--- config.mk ---
export PLATFORM = sky130hd
export DESIGN_NAME = cordic_iter_engine
export DESIGN_NICKNAME = d
export VERILOG_FILES = /design/src/rtl/cordic_iter_engine.sv
export SDC_FILE = /design/constraint.sdc
export NUM_CORES = 1
export LEC_CHECK = 0
export BUFFER_PORTS_ARGS = -buffer_cell sky130_fd_sc_hd__buf_2
export CORE_MARGIN = 2
export CORE_UTILIZATION = 54
export CTS_CLUSTER_DIAMETER = 60
export DETAILED_ROUTE_END_ITERATION = 12
export PLACE_DENSITY = 0.79
export SKIP_CTS_REPAIR_TIMING = 1
export SLEW_MARGIN = 30
export SYNTH_ARGS = -nofsm -noshare
export SYNTH_HDL_FRONTEND = slang
export SYNTH_SLANG_ARGS = --single-unit
--- constraint.sdc ---
create_clock -name clk -period 6.97 [get_ports clk]
set_clock_uncertainty 0.1 [all_clocks]
set_input_delay 0 -clock clk [delete_from_list [all_inputs] [get_ports clk]]
set_output_delay 0 -clock clk [all_outputs]
set_load 0.01 [all_outputs]
--- src/rtl/cordic_iter_engine.sv ---
// Iterative Q5.10 CORDIC engine (linear / hyperbolic rotation) driving an external constant ROM.
// Define CORDIC_SAT_EN to make every x/y/z add saturate; otherwise adds wrap modulo 2^(WIDTH+1).
module cordic_iter_engine #(
  parameter int unsigned WIDTH = 15
) (
  input  logic                clk,
  input  logic                rst_n,
  input  logic                start,
  input  logic                mode,
  input  logic signed [WIDTH:0] x_in,
  input  logic signed [WIDTH:0] y_in,
  input  logic signed [WIDTH:0] z_in,
  output logic                rom_sel,
  output logic [3:0]          rom_idx,
  input  logic signed [WIDTH:0] rom_data,
  output logic signed [WIDTH:0] x_out,
  output logic signed [WIDTH:0] y_out,
  output logic signed [WIDTH:0] z_out,
  output logic                busy,
  output logic                done
);

  localparam logic [3:0] FIRST_IDX = 4'd1;
  localparam logic [3:0] LAST_IDX  = 4'd10;
  localparam logic [3:0] REP_IDX   = 4'd4;

  typedef enum logic [1:0] {IDLE, RUN, DONE} state_t;

  state_t state, state_next;

  logic                mode_q, mode_next;
  logic                rep_q, rep_next;
  logic [3:0]          idx_next;
  logic                sel_next;
  logic                busy_next, done_next;
  logic signed [WIDTH:0] x_next, y_next, z_next;

  logic                neg;
  logic [3:0]          shift;
  logic signed [WIDTH:0] x_sh, y_sh, x_upd, y_upd, z_upd;

  // a + b or a - b at word width, saturating or wrapping by build option
  function automatic logic signed [WIDTH:0] add_sub(input logic signed [WIDTH:0] a,
                                                    input logic signed [WIDTH:0] b,
                                                    input logic sub);
`ifdef CORDIC_SAT_EN
    logic [WIDTH+1:0] sum;
    sum = sub ? ({a[WIDTH], a} - {b[WIDTH], b}) : ({a[WIDTH], a} + {b[WIDTH], b});
    if (sum[WIDTH+1] != sum[WIDTH]) begin
      return sum[WIDTH+1] ? {1'b1, {WIDTH{1'b0}}} : {1'b0, {WIDTH{1'b1}}};
    end
    return sum[WIDTH:0];
`else
    return sub ? (a - b) : (a + b);
`endif
  endfunction

  // One micro-rotation from the current working registers; d = -1 when z is negative
  always_comb begin
    neg   = z_out[WIDTH];
    shift = mode_q ? rom_idx : (rom_idx - 4'd1);
    x_sh  = x_out >>> shift;
    y_sh  = y_out >>> shift;
    y_upd = add_sub(y_out, x_sh, neg);
    x_upd = mode_q ? add_sub(x_out, y_sh, neg) : x_out;
    z_upd = add_sub(z_out, rom_data, ~neg);
  end

  always_comb begin
    state_next = state;
    mode_next  = mode_q;
    rep_next   = rep_q;
    idx_next   = rom_idx;
    sel_next   = rom_sel;
    busy_next  = busy;
    done_next  = 1'b0;
    x_next     = x_out;
    y_next     = y_out;
    z_next     = z_out;
    case (state)
      IDLE, DONE: begin
        if (start) begin
          state_next = RUN;
          mode_next  = mode;
          rep_next   = 1'b0;
          idx_next   = FIRST_IDX;
          sel_next   = mode;
          busy_next  = 1'b1;
          x_next     = x_in;
          y_next     = y_in;
          z_next     = z_in;
        end else begin
          state_next = IDLE;
          idx_next   = FIRST_IDX;
          sel_next   = 1'b0;
          busy_next  = 1'b0;
        end
      end
      RUN: begin
        x_next = x_upd;
        y_next = y_upd;
        z_next = z_upd;
        if (rom_idx == LAST_IDX) begin
          state_next = DONE;
          done_next  = 1'b1;
          busy_next  = 1'b0;
          idx_next   = FIRST_IDX;
          sel_next   = 1'b0;
        end else if (mode_q && (rom_idx == REP_IDX) && !rep_q) begin
          // hyperbolic convergence needs index 4 applied twice
          rep_next = 1'b1;
        end else begin
          idx_next = rom_idx + 4'd1;
        end
      end
      default: begin
        state_next = IDLE;
        idx_next   = FIRST_IDX;
        sel_next   = 1'b0;
        busy_next  = 1'b0;
      end
    endcase
  end

  always_ff @(posedge clk) begin
    if (!rst_n) begin
      state   <= IDLE;
      mode_q  <= 1'b0;
      rep_q   <= 1'b0;
      rom_idx <= FIRST_IDX;
      rom_sel <= 1'b0;
      busy    <= 1'b0;
      done    <= 1'b0;
      x_out   <= '0;
      y_out   <= '0;
      z_out   <= '0;
    end else begin
      state   <= state_next;
      mode_q  <= mode_next;
      rep_q   <= rep_next;
      rom_idx <= idx_next;
      rom_sel <= sel_next;
      busy    <= busy_next;
      done    <= done_next;
      x_out   <= x_next;
      y_out   <= y_next;
      z_out   <= z_next;
    end
  end

endmodule

======== Word-level counts from Yosys, hierarchy flattened ========
Cells that the tools add are included.
storage, ports and cells
  latch bits .............................. 0
  memory bits (read-only) ................. 0
  input bits .............................. 68
  register bits after elaboration ......... 59
  output and inout port bits .............. 55
  memory bits (writable) .................. 0
  memories kept ........................... 0
operators by class
  $mul .................................... 0
  shift operators ......................... 2
  mux-type cells .......................... 24
  bitwise operators ....................... 2
  eq/ne operators ......................... 9
  $lt $le $gt $ge ......................... 0
  reduce and logical (&&, ||, !) cells .... 12
  add/sub/neg operators ................... 8
  divide/modulo/power cells ............... 0
operators by type and width
  operator                                                                count
  16-bit two-way mux                                                      7
  16-bit case mux with 2 select lines                                     3
  16-bit adder                                                            3
  16-bit subtractor                                                       3
  16-bit by 4-bit >>> shifter with 16-bit output                          2
  2-bit != test (second input constant)                                   5
  1-bit two-way mux                                                       8
  1-bit case mux with 2 select lines                                      3
  2-bit AND reduction                                                     3
  4-bit by 1-bit adder with 4-bit output (second input constant)          1
  4-bit by 3-bit equality test with 1-bit output (second input constant)  1
  4-bit equality test (second input constant)                             1
  4-bit two-way mux                                                       1
  2-bit case mux with 2 select lines                                      1
  4-bit AND reduction                                                     1
  4-bit by 1-bit subtractor with 4-bit output (second input constant)     1
  3-bit AND reduction                                                     1
  3-bit OR reduction                                                      1
  2-bit by 1-bit equality test with 1-bit output (second input constant)  1
  2-bit equality test (second input constant)                             1
  1-bit logical AND                                                       2
  2-bit zero test                                                         1
  2-bit two-way mux                                                       1
  1-bit NOT                                                               2
  3 further kinds                                                         3

======== Logic depth before layout (Yosys ltp) ========
  word-level depth ........................ 7
  depth in mapped cells ................... 25

======== Worst setup path after synthesis ========
Ideal clock, no wire load.
  path type ............................... register to register
  start point ............................. reg rom_idx[1]
  end point ............................... reg x_out[15]
  setup slack ............................. 1351 ps
  required time ........................... 6784 ps
  cell stages (with the launch flop) ...... 24
  library setup time ...................... 86 ps
  arrival ................................. 5433 ps
  buffers on the path ..................... 2
  cells stage by stage .................... dfxtp_1 -> inv_1 -> ha_1 -> nor2b_1 -> a21o_1 -> clkbuf_1 -> buf_2 -> mux2i_1 -> mux2i_1 -> mux2i_1 -> inv_1 -> ha_1 -> mux2i_1 -> ha_1 -> nor2b_1 -> o21a_1 -> o21ai_0 -> a21oi_1 -> a221o_1 -> a211o_1 -> a21o_1 -> a21oi_1 -> xor3_1 -> a221oi_2
between the ends
  longest elaborated chain between the ends .. 7
  elaborated cells on any way between the ends .. 8
  classes of those cells .................. add/sub: 3; shift: 1; mux: 4
ends and longest elaborated chain
  item                                               line  text
  start, declared                                    14    output logic [3:0] rom_idx,
  start signal, assigned                             141   rom_idx <= idx_next;
  4-bit by 1-bit subtractor with 4-bit output        61    shift = mode_q ? rom_idx : (rom_idx - 4'd1);
  4-bit two-way mux *                                61
  16-bit by 4-bit >>> shifter with 16-bit output *   63    y_sh = y_out >>> shift;
  16-bit adder or 16-bit subtractor (tied branches)  54    return sub ? (a - b) : (a + b);
  16-bit two-way mux *                               54
  16-bit two-way mux *                               65    x_upd = mode_q ? add_sub(x_out, y_sh, neg) : x_out;
  16-bit case mux with 2 select lines *              80    case (state)
  end signal, assigned                               145   x_out <= x_next;
  end, declared                                      16    output logic signed [WIDTH:0] x_out,
Mark *: on every way between the ends. The rest lies on a longest branch, timed or not. The select of a mux whose other input is x is not followed.
A chain may end at the register's enable or synchronous reset.

======== Worst setup path in the final report ========
  start point ............................. reg rom_idx[0]
  end point ............................... reg x_out[15]
The elaborated chain is that of the path after synthesis.

==> metrics.md <==
| Metric | Value |
|---|---|
| Status | complete, but fails checks |
| Failing checks | negative hold slack |
| Die footprint | 13,500 um2 |
| Area grow syn2layout | 22.3% |
| Worst slew pin tran | 0.971 ns |
| Synth unique cells | 69 |
| Longest Clk Path Bufs | 2 |
| Arrival time of the worst setup path | 6.41 ns |
| Yosys top cell area share | 17.0% |
| Top cells by count, synth | nand2_1, nor2_1, a21oi_1 |
| Worst Setup SP | rom_idx[0] |
| Reg clk slew, reported paths | 0.06 ns |
| Clock power share | 17.5% |
| Switching pwr | 0.00122 W |
| Post-synth top flop | dfxtp_1 |
| Aggregate global-route resource usage | 30.0% |
| Global placer's final weighted congestion | 0.970 |
| Reg area | 1160 um2 |
| CP Capture Type | flip-flop |
| Drt first pass iters | 6 |
| Final Hold Vio Count | 4 |
| Post-synthesis adder-cell area fraction | 10.4% |
| Worst hold start | x_in[0] |
| DP HPWL | 15,300 um |
| DRC violations left | 0 |
| Initial Utilization | 54.6% |
| Internal power | 0.00145 W |
| First-pass GRT wire length | 31,900 um |
| Vias per inst | 6.05 |
| Total Routed Length | 20,900 um |
| Total CTS buffers | 9 |
| Fmax | 160 MHz |
| Compound-cell area share of the yosys netlist | 23.2% |
| Place WS | 0.797 ns |
| Initial DRC count | 486 |
| I/O pin count | 123 |
| Max FO, Critical Path | 10 |
| Worst setup SP type | flip-flop |
| Final min period | 6.24 ns |
| Max_slew headroom | 35.1% |
| Area contributors post-synth | dfxtp_1, ha_1, mux4_2, nand2_1, a21oi_1 |
| GRT Residual Overflow | 0 |
| Final period util | 89.5% |
| Endpoints failing setup | 0 |
| Core Region | 12,500 um2 |
| Critical setup path kind | flip-flop to flip-flop |
| Max-cap violations | 0 |
| Post-synth EDFFs | 0 |
| Static Leak | 3.79 nW |
| Multi-input gate area | 5360 um2 |
| HP Class | input port to flip-flop |
| Reg-to-reg startpoint | rom_idx[0] |
| H-tree depth | 3 |
| CTS sink count | 58 |
| Syn Inst Count | 874 |
| Syn Nets | 997 |
| Total Power | 0.00267 W |
| CP Data Required Time | 7.14 ns |
| Layout filler cell count | 1,047 |
| PwrDens | 320 nW/um2 |
| Antenna Cells | 0 |
| Fin Setup TNS | 0 ns |
| Net count, final | 1,141 |
| Cell Area, Synth | 6810 um2 |
| Initial antenna violation count | 0 |
| Post-route ant nets | 0 |
| Die Height | 116 um |
| Num rows | 41 |
| Fraction of layout cells with a size suffix above 1 | 19.7% |
| Worst Hold Margin | -0.0761 ns |
| Mux cell area share after synthesis | 13.1% |
| Yosys reg bits | 58 |
| Synth Warn # | 0 |
| Vias in the first global route | 6,438 |
| CTS tree | yes |
| RSZ-0062 raised after global routing | no |
| Synth Area in XOR/XNOR | 11.7% |
| Port Buf Inserts | 122 |
| Root buffer cell | clkbuf_16 |
| Max VDD drop | 0.132 mV |
| Simple-gate share of the synthesized area | 19.8% |
| Via Count | 7,226 |
| Final max-slew violation count | 0 |
| Synth area leader | dfxtp_1 |
| Worst skew pair latency | 0.35 ns |
| Part of the power in registers | 17.7% |
| Switching Fraction | 45.7% |
| Main combinational cell family by area after synthesis | compound AO/OA/AOI/OAI gates |
| Most frequent cell after synthesis | nand2_1 |
| Die Width | 116 um |
| Synth Area per Inst | 7.79 um2 |
| Largest net degree at the start of global routing | 44 |
| Comb pwr share | 64.8% |
| Post-synth ARST share | 0% |
| DR WL/cell | 17.5 um |
| Setup WS post-layout | 0.730 ns |
| Seq/Total Area, Yosys | 17.0% |
-- power groups by stage --
stage | clock (W) | sequential, W | combinational [W]
6_report | 0.000467 | 0.000471 | 0.00173
5_1_grt | 0.000489 | 0.000477 | 0.00192
4_1_cts | 0.000473 | 0.000468 | 0.00169
3_5_place_dp | 0 | 0.000475 | 0.00168
3_3_place_gp | 0 | 0.000474 | 0.00166
2_1_floorplan | 0 | 0.000456 | 0.00132
-- metal layers --
metal	up-vias	wire [um]	part of all wire (%)	global-route usage [%]
li1	3488	-	-	-
met1	3368	8800	42	38.1
met2	320	10100	48	51.0
met3	50	1530	7.3	5.45
met4	0	556	2.7	11.0
met5	-	0	0	0
-- registers in the layout, summed over array words and instances (netlist names) --
name	cells
mode_q	1
rom_idx	4
x_out	16
rep_q	1
done	1
y_out	16
z_out	16
rom_sel	1
busy	1
state	1
-- critical path, stage by stage (launching register included) --
cell and delay (ns):
dfxtp_1 0.61, inv_1 0.19, ha_1 0.36, nor2b_1 0.33, a21o_1 0.35, mux4_2 0.57, mux2i_1 0.14, mux2i_1 0.17
inv_1 0.14, ha_1 0.24, mux2i_1 0.24, ha_1 0.28, nor2b_1 0.13, o21a_1 0.17, o21ai_0 0.30, a21oi_1 0.18
a221o_1 0.38, a211o_1 0.29, a21o_1 0.18, a21oi_1 0.14, xor3_1 0.44, a221oi_2 0.22
-- cell families (layout without fill, tap and decap cells) --
| family | count (synthesis) | after routing |
|---|---|---|
| flip-flops | 58 | 58 |
| AND/OR/NAND/NOR | 299 | 299 |
| multiplexers | 63 | 63 |
| adder cells (fa/ha/maj) | 55 | 55 |
| AO/OA/AOI/OAI | 234 | 234 |
| XOR/XNOR | 87 | 87 |
| buffers and inverters | 78 | 227 |
-- cells in the final DEF, fill, tap and decap left out, types with 4 or more instances in the layout --
cell           instances
a211oi_1              16
a21o_1                20
a21oi_1               82
a221oi_1               4
a311oi_1              16
a31oi_1               12
a41oi_1                5
and2_1                 6
and3_1                10
buf_2                122
buf_4                 16
clkbuf_16              9
dfxtp_1               58
dlygate4sd3_1         45
ha_1                  52
inv_1                 27
mux2_2                 9
mux2i_1               33
mux4_2                20
nand2_1              113
nand2b_1               5
nand3_1               17
nor2_1                97
nor2b_1                8
nor3_1                19
o211a_1                4
o211ai_1               4
o21a_1                 7
o21ai_0               22
o21bai_1               5
xnor2_1               39
xor2_1                43
-- path summary, 6_finish.rpt --
kind	endpoint	slack, ns	cells after the start
worst min-delay path	x_out[0]	-0.08	3
worst max register to register	x_out[15]	0.73	21
worst min register to register	rom_sel	0.36	2
worst max-delay path	x_out[15]	0.73	21
-- through the flow --
| stage | cell area (um2) | utilization [%] | instances | hold slack [ns] |
|---|---|---|---|---|
| final | 8330 | 66.8 | 1195 | -0.0761 |
| after global routing | 8330 | 66.8 | 1195 | 0.00564 |
| after CTS | 7880 | 63.2 | 1150 | -0.200 |
| after detailed placement | 7580 | 60.8 | 1134 | 0.170 |
| after global placement | 7580 | 60.8 | 1134 | 0.166 |
| after floorplan | 6810 | - | 874 | 0.0547 |
-- final cells by class --
cell class / count / share of cell area, %
clock inverters: 6 / 0.781
well taps: 172 / 2.58
inverters: 28 / 1.26
repair buffers: 183 / 14.2
multi-input cells: 738 / 64.4
flip-flops and latches: 58 / 13.9
clock buffers: 10 / 2.87
No activity file was read; power rests on OpenSTA's default activity.
